==> config.mk <==
export PLATFORM = sky130hd
export DESIGN_NAME = serial_adder_ctrl
export DESIGN_NICKNAME = d
export VERILOG_FILES = /design/src/rtl/serial_adder_pkg.sv /design/src/rtl/full_adder.sv /design/src/rtl/serial_adder_ctrl.sv
export SDC_FILE = /design/constraint.sdc
export NUM_CORES = 1
export LEC_CHECK = 0
export CORE_UTILIZATION = 45
export DETAILED_ROUTE_END_ITERATION = 12
export PLACE_DENSITY = 0.67
export SLEW_MARGIN = 20
export SYNTH_ARGS = -nofsm -noshare
export SYNTH_HDL_FRONTEND = slang
export SYNTH_SLANG_ARGS = --single-unit
==> constraint.sdc <==
create_clock -name clk -period 1.4 [get_ports clk]
set_input_delay 0.21 -clock clk [delete_from_list [all_inputs] [get_ports clk]]
set_output_delay 0.21 -clock clk [all_outputs]
set_load 0.1 [all_outputs]
==> src/rtl/serial_adder_pkg.sv <==
// Shared types and helpers for the bit-serial adder controller.
// Holds the FSM state encoding and the bit-counter width function.
package serial_adder_pkg;

    typedef enum logic [1:0] {
        IDLE = 2'b00,
        RUN  = 2'b01,
        DONE = 2'b10
    } state_t;

    function automatic int cnt_width(input int w);
        return (w > 1) ? $clog2(w) : 1;
    endfunction

endpackage

==> src/rtl/full_adder.sv <==
// One-bit full adder shared across all operand bits
// by the serial adder controller.
module full_adder (
    input  logic a,
    input  logic b,
    input  logic c,
    output logic sum,
    output logic carry
);

    assign sum   = a ^ b ^ c;
    assign carry = (a & b) | (c & (a ^ b));

endmodule

==> src/rtl/serial_adder_ctrl.sv <==
// Bit-serial adder: one full adder stepped LSB-first over WIDTH bits.
// Define SERIAL_ADDER_OVF_EN to build the signed-overflow flag.
import serial_adder_pkg::*;

module serial_adder_ctrl #(
    parameter int WIDTH = 8
) (
    input  logic             clk,
    input  logic             rst_n,
    input  logic             start,
    input  logic [WIDTH-1:0] a,
    input  logic [WIDTH-1:0] b,
    input  logic             cin,
    output logic             busy,
    output logic             done,
    output logic [WIDTH-1:0] sum,
    output logic             cout,
    output logic             ovf
);

    localparam int            CW   = cnt_width(WIDTH);
    localparam logic [CW-1:0] LAST = CW'(WIDTH - 1);

    state_t           state_q;
    state_t           state_d;
    logic [WIDTH-1:0] a_sh;
    logic [WIDTH-1:0] b_sh;
    logic [WIDTH-1:0] sum_sh;
    logic [CW-1:0]    cnt;
    logic             carry_q;
    logic             fa_sum;
    logic             fa_carry;
    logic             accept;
    logic             last;
    logic [WIDTH:0]   sum_cat;

    full_adder u_fa (
        .a     (a_sh[0]),
        .b     (b_sh[0]),
        .c     (carry_q),
        .sum   (fa_sum),
        .carry (fa_carry)
    );

    // Widened concat keeps the shift legal when WIDTH is 1.
    assign sum_cat = {fa_sum, sum_sh};

    assign busy = (state_q == RUN);
    assign done = (state_q == DONE);

    always_comb begin
        state_d = state_q;
        accept  = 1'b0;
        last    = 1'b0;
        unique case (state_q)
            IDLE: begin
                if (start) begin
                    accept  = 1'b1;
                    state_d = RUN;
                end
            end
            RUN: begin
                if (cnt == LAST) begin
                    last    = 1'b1;
                    state_d = DONE;
                end
            end
            DONE: begin
                if (start) begin
                    accept  = 1'b1;
                    state_d = RUN;
                end else begin
                    state_d = IDLE;
                end
            end
            default: state_d = IDLE;
        endcase
    end

    always_ff @(posedge clk) begin
        if (!rst_n) begin
            state_q <= IDLE;
            a_sh    <= '0;
            b_sh    <= '0;
            sum_sh  <= '0;
            cnt     <= '0;
            carry_q <= 1'b0;
            sum     <= '0;
            cout    <= 1'b0;
        end else begin
            state_q <= state_d;
            if (accept) begin
                a_sh    <= a;
                b_sh    <= b;
                carry_q <= cin;
                cnt     <= '0;
            end else if (state_q == RUN) begin
                a_sh    <= a_sh >> 1;
                b_sh    <= b_sh >> 1;
                carry_q <= fa_carry;
                cnt     <= cnt + CW'(1);
                sum_sh  <= sum_cat[WIDTH:1];
            end
            if (last) begin
                sum  <= sum_cat[WIDTH:1];
                cout <= fa_carry;
            end
        end
    end

`ifdef SERIAL_ADDER_OVF_EN
    // carry_q still holds the carry into the MSB on the last-bit edge.
    always_ff @(posedge clk) begin
        if (!rst_n) begin
            ovf <= 1'b0;
        end else if (last) begin
            ovf <= carry_q ^ fa_carry;
        end
    end
`else
    assign ovf = 1'b0;
`endif

endmodule

Word level (Yosys, flattened, before mapping)
Index checks and enable logic that the tools add are counted.
{"block": "classes", "eq_ne": 5, "n_bitwise": 7, "addsub": 1, "n_reduce_logical": 6, "muxes": 14}
{"operator": "2-to-1 mux 8 bit", "count": 4}
{"operator": "2-to-1 mux 1 bit", "count": 7}
{"operator": "one-hot mux 2 bit (3 select lines)", "count": 1}
{"operator": "2-to-1 mux 2 bit", "count": 2}
{"operator": "AND reduction 2 bit", "count": 2}
{"operator": "OR reduction 2 bit", "count": 2}
{"operator": "adder 3 x 1 -> 3 bit (second input constant)", "count": 1}
{"operator": "equality test 3 bit (second input constant)", "count": 1}
{"operator": "AND 1 bit", "count": 2}
{"operator": "equality test 2 x 1 -> 1 bit (second input constant)", "count": 1}
{"operator": "equality test 2 bit (second input constant)", "count": 1}
{"operator": "zero test 2 bit", "count": 1}
{"operator": "inequality test 2 x 1 -> 1 bit (second input constant)", "count": 1}
{"operator": "inequality test 2 bit (second input constant)", "count": 1}
{"operator": "NOT 1 bit", "count": 2}
{"operator": "nonzero test 2 bit", "count": 1}
{"operator": "XOR 1 bit", "count": 2}
{"operator": "OR 1 bit", "count": 1}
{"block": "totals", "regBits": 39, "elab_cells": 41, "output_inout_bits": 12, "input_bits": 20}

Depth between registers and ports, before layout
{"block": "depth", "ltp_word": 5, "ltp_mapped": 6, "mapped_depth_nobuf": 5}

Cells and area by module
Synthesis repeated with hierarchy kept, for this count alone.
{"block": "unflattened", "cells_unflattened": 184, "hier_area_um2": 1589.0}
{"mod": "serial_adder_ctrl", "seq_area_each_um2": 760.7, "instances": 1, "area_per_inst_um2": 1569.0, "cells_per_inst": 183}
{"mod": "full_adder", "seq_area_each_um2": 0.0, "instances": 1, "area_per_inst_um2": 20.0, "cells_per_inst": 1}

Worst setup path before layout
OpenSTA, ideal clock, no wires.
{"block": "synth_path", "kind": "reg-to-output", "start": "register state_q[0]", "end": "output done", "setup_slack_ns": -0.474, "required_time_ns": 1.190, "path_buffers": 0, "stages_incl_launch_ff": 2, "arrival_time_ns": 1.664, "cell_sequence": "dfxtp_1 -> nor2b_1"}
{"block": "synth_between", "elab_chain_cells": 1}
{"item": "start, declared", "line": "serial_adder_ctrl.sv:24", "rtl": "state_t state_q;"}
{"item": "start signal, assigned", "line": "serial_adder_ctrl.sv:91", "rtl": "state_q <= state_d;"}
{"item": "equality test 2 bit", "line": "serial_adder_ctrl.sv:49", "rtl": "assign done = (state_q == DONE);"}
{"item": "end, declared", "line": "serial_adder_ctrl.sv:15", "rtl": "output logic done,"}
No other way between the ends.

Worst setup path after layout
{"block": "layout_path", "start": "register state_q[1]", "end": "output busy"}
{"block": "layout_between", "elab_chain_cells": 1}
{"item": "equality test 2 x 1 -> 1 bit", "line": "serial_adder_ctrl.sv:48", "rtl": "assign busy = (state_q == RUN);"}
{"item": "end, declared", "line": "serial_adder_ctrl.sv:14", "rtl": "output logic busy,"}
No other way between the ends.

==> out/metrics.yaml <==
firstDrtPassIters: 4
arrival_ns: 1.12
synth.distinct_cells: 28
cts.sinks: 38
fmax_mhz: 754
post_drt_via_cell_ratio: 5.15
hold_viol_final: 0
status: "finished clean"
yosys-top-cells-count: "nand2_1, dfxtp_1, a21boi_1, nand3_1, a31oi_1"
root_buffer: "clkbuf_4"
drt_iter0_markers: 54
synthTopCellsByArea: "dfxtp_1, nand2_1, a21boi_1, nand3_1, a31oi_1"
synth_edf_count: 0
grt_usage_pct: 19.5
drc: 0
fin_setup_tns_ns: 0
final_nets: 243
cp_cell_sequence: "nand2b_4, inv_16, buf_16"
ctsHoldBuffers: 0
worstSkewPairLatency_ns: 0.33
htreeDepth: 2
ys.warnings.count: 0
cp_num_buf_inv: 2
die_h_um: 61.5
syn-cell-area_um2: 1590
core-area_um2: 3360
dieArea_um2: 3780
routedWlPerCell_um: 12.2
drive_above_1_share_pct: 15.9
place.gp.congestion: 0.722
synth-main-ff-cell: "dfxtp_1"
synth.ff_latch_count: 38
setup_viol: 0
grt_pass1_vias: 1219
finalCriticalPeriod_ns: 1.33
drv_slew: 0
clk_pin_slew_ns: 0.11
yosysMostFrequentCell: "nand2_1"
dp_hpwl_mm: 2.05
num_rows: 21
synth_top_area_share_pct: 47.8
worst_setup_path_start_kind: "register"
max_stage_delay_ns: 0.35
worstPathMaxFanout: 8
leakage_nw: 0.786
syn_area_per_cell_um2: 8.60
required_ns: 1.19
vias: 1371
ir_drop_mv: 0.551
yosysTopAreaCell: "dfxtp_1"
seq_area_frac_synth_pct: 47.8
grt_start_max_net_pins: 37
num_io_pins: 32
cts_buffers: 5
port_buffers: 30
ant_nets: 0
diodes: 0
power.density_nw_per_um2: 940
cts_tree: "built"
clock_path_buffers: 2
endpoint_kind: "primary output"
hold_ws_ns: 0.409
hp-class: "in2reg"
die_w_um: 61.5
slowest_stage: "dfxtp_2"
antenna_found_initial: 0
area_growth_pct: 35.1
async_reset_ff_share_pct: 0
grt_pass1_wl_mm: 5.29
postSynthCellCount: 185
rsz0062_at_grt: "no"
path_delay_family: "flip-flops"
finalWirelength_mm: 3.24
path_class: "reg2out"
drv_cap: 0
start_util_pct: 47.3
syn-num-nets: 208
post-route-period-util_pct: 94.7
p_total_mw: 2.02
overflow: 0
fin_skew_ns: 0.00614
final_core_util_pct: 64.0
==> sequential cells by signal, summed over array words and instances, names as in the netlist <==
name	cells
cout	1
carry_q	1
sum	8
sum_sh	7
state_q	2
b_sh	8
a_sh	8
cnt	3
==> worst min-delay path, cell delays in order <==
cell and delay, ns:
clkdlybuf4s50_1 0.40, nand2_1 0.05, a21oi_1 0.05
==> cell families after synthesis <==
kind of cell	share of synthesized area [%]
DFF	47.8
and+or+nand+nor	20.8
buffers and inverters	8.02
other	0.236
AOI/OAI and AO/OA	19.7
adders and majority gates	2.83
xor gates and xnor gates	0.550
==> metrics by stage <==
stage / cells / setup slack [ns] / area (µm²)
2_1_floorplan: 185 / 0.0535 / 1590
3_3_place_gp: 251 / 0.110 / 2020
3_5_place_dp: 251 / 0.0752 / 2020
4_1_cts: 260 / 0.0207 / 2100
5_1_grt: 266 / 0.00685 / 2150
6_report: 266 / 0.0743 / 2150
==> layer usage <==
metal,routed length (µm),vias up,track usage (%)
li1,-,694,-
met1,1430,637,23.0
met2,1610,38,33.9
met3,178,2,5.67
met4,15,0,6.67
met5,0,-,0
==> cell type report <==
class	instances	area, µm²
fill	304	1210
sequential	38	766
multi-input combinational	130	713
timing repair buffer	43	541
tap	46	57.6
clock buffer	7	45.0
inverter	1	20.0
timing repair inverter	1	8.76
==> cells in the final DEF, fill, tap and decap left out <==
| cell type | Yosys | routed |
|---|---|---|
| nand2b_1 | 2 | 1 |
| nand2b_4 | 0 | 1 |
| dfxtp_2 | 0 | 1 |
| a21boi_1 | 12 | 12 |
| dfxtp_1 | 38 | 36 |
| nand2_1 | 50 | 50 |
| dfxtp_4 | 0 | 1 |
| o21ai_0 | 2 | 2 |
| a31oi_1 | 9 | 9 |
| nand3b_1 | 1 | 1 |
| o221ai_1 | 4 | 4 |
| buf_16 | 0 | 1 |
| and3_1 | 1 | 1 |
| ha_1 | 2 | 2 |
| nor2b_2 | 0 | 1 |
| o21ai_1 | 8 | 8 |
| a21oi_1 | 3 | 3 |
| clkbuf_1 | 4 | 2 |
| fa_1 | 1 | 1 |
| buf_4 | 4 | 11 |
| nor3_1 | 4 | 4 |
| a21boi_0 | 7 | 7 |
| inv_6 | 0 | 1 |
| nor2b_1 | 2 | 1 |
| inv_16 | 0 | 1 |
| conb_1 | 1 | 1 |
| nor2_1 | 5 | 5 |
| a22oi_1 | 2 | 2 |
| xnor2_1 | 1 | 1 |
| nand3_1 | 12 | 12 |
| buf_12 | 0 | 12 |
| and2_1 | 1 | 1 |
| clkdlybuf4s50_1 | 0 | 19 |
| clkbuf_4 | 0 | 5 |
==> repair_timing <==
item                                    CTS  global route
gates cloned                              1             0
endpoints found under the setup margin    1             9
gates resized for setup                   7             1
buffers inserted                          1             6
==> path summary, 6_finish.rpt <==
path               from          to  slack (ns)  cells after the start
min reg2reg   sum_sh[1]   sum_sh[1]        0.47                      2
max reg2reg  state_q[1]  state_q[0]        0.09                      5
max          state_q[1]        busy        0.07                      3
min                b[7]     b_sh[7]        0.41                      3
==> power by group <==
group | internal [mW] | switching, mW | total [mW]
clock network | 0.190 | 0.326 | 0.516
logic | 0.163 | 0.179 | 0.342
registers | 1.13 | 0.0321 | 1.16
(Power assumes the default switching activity.)
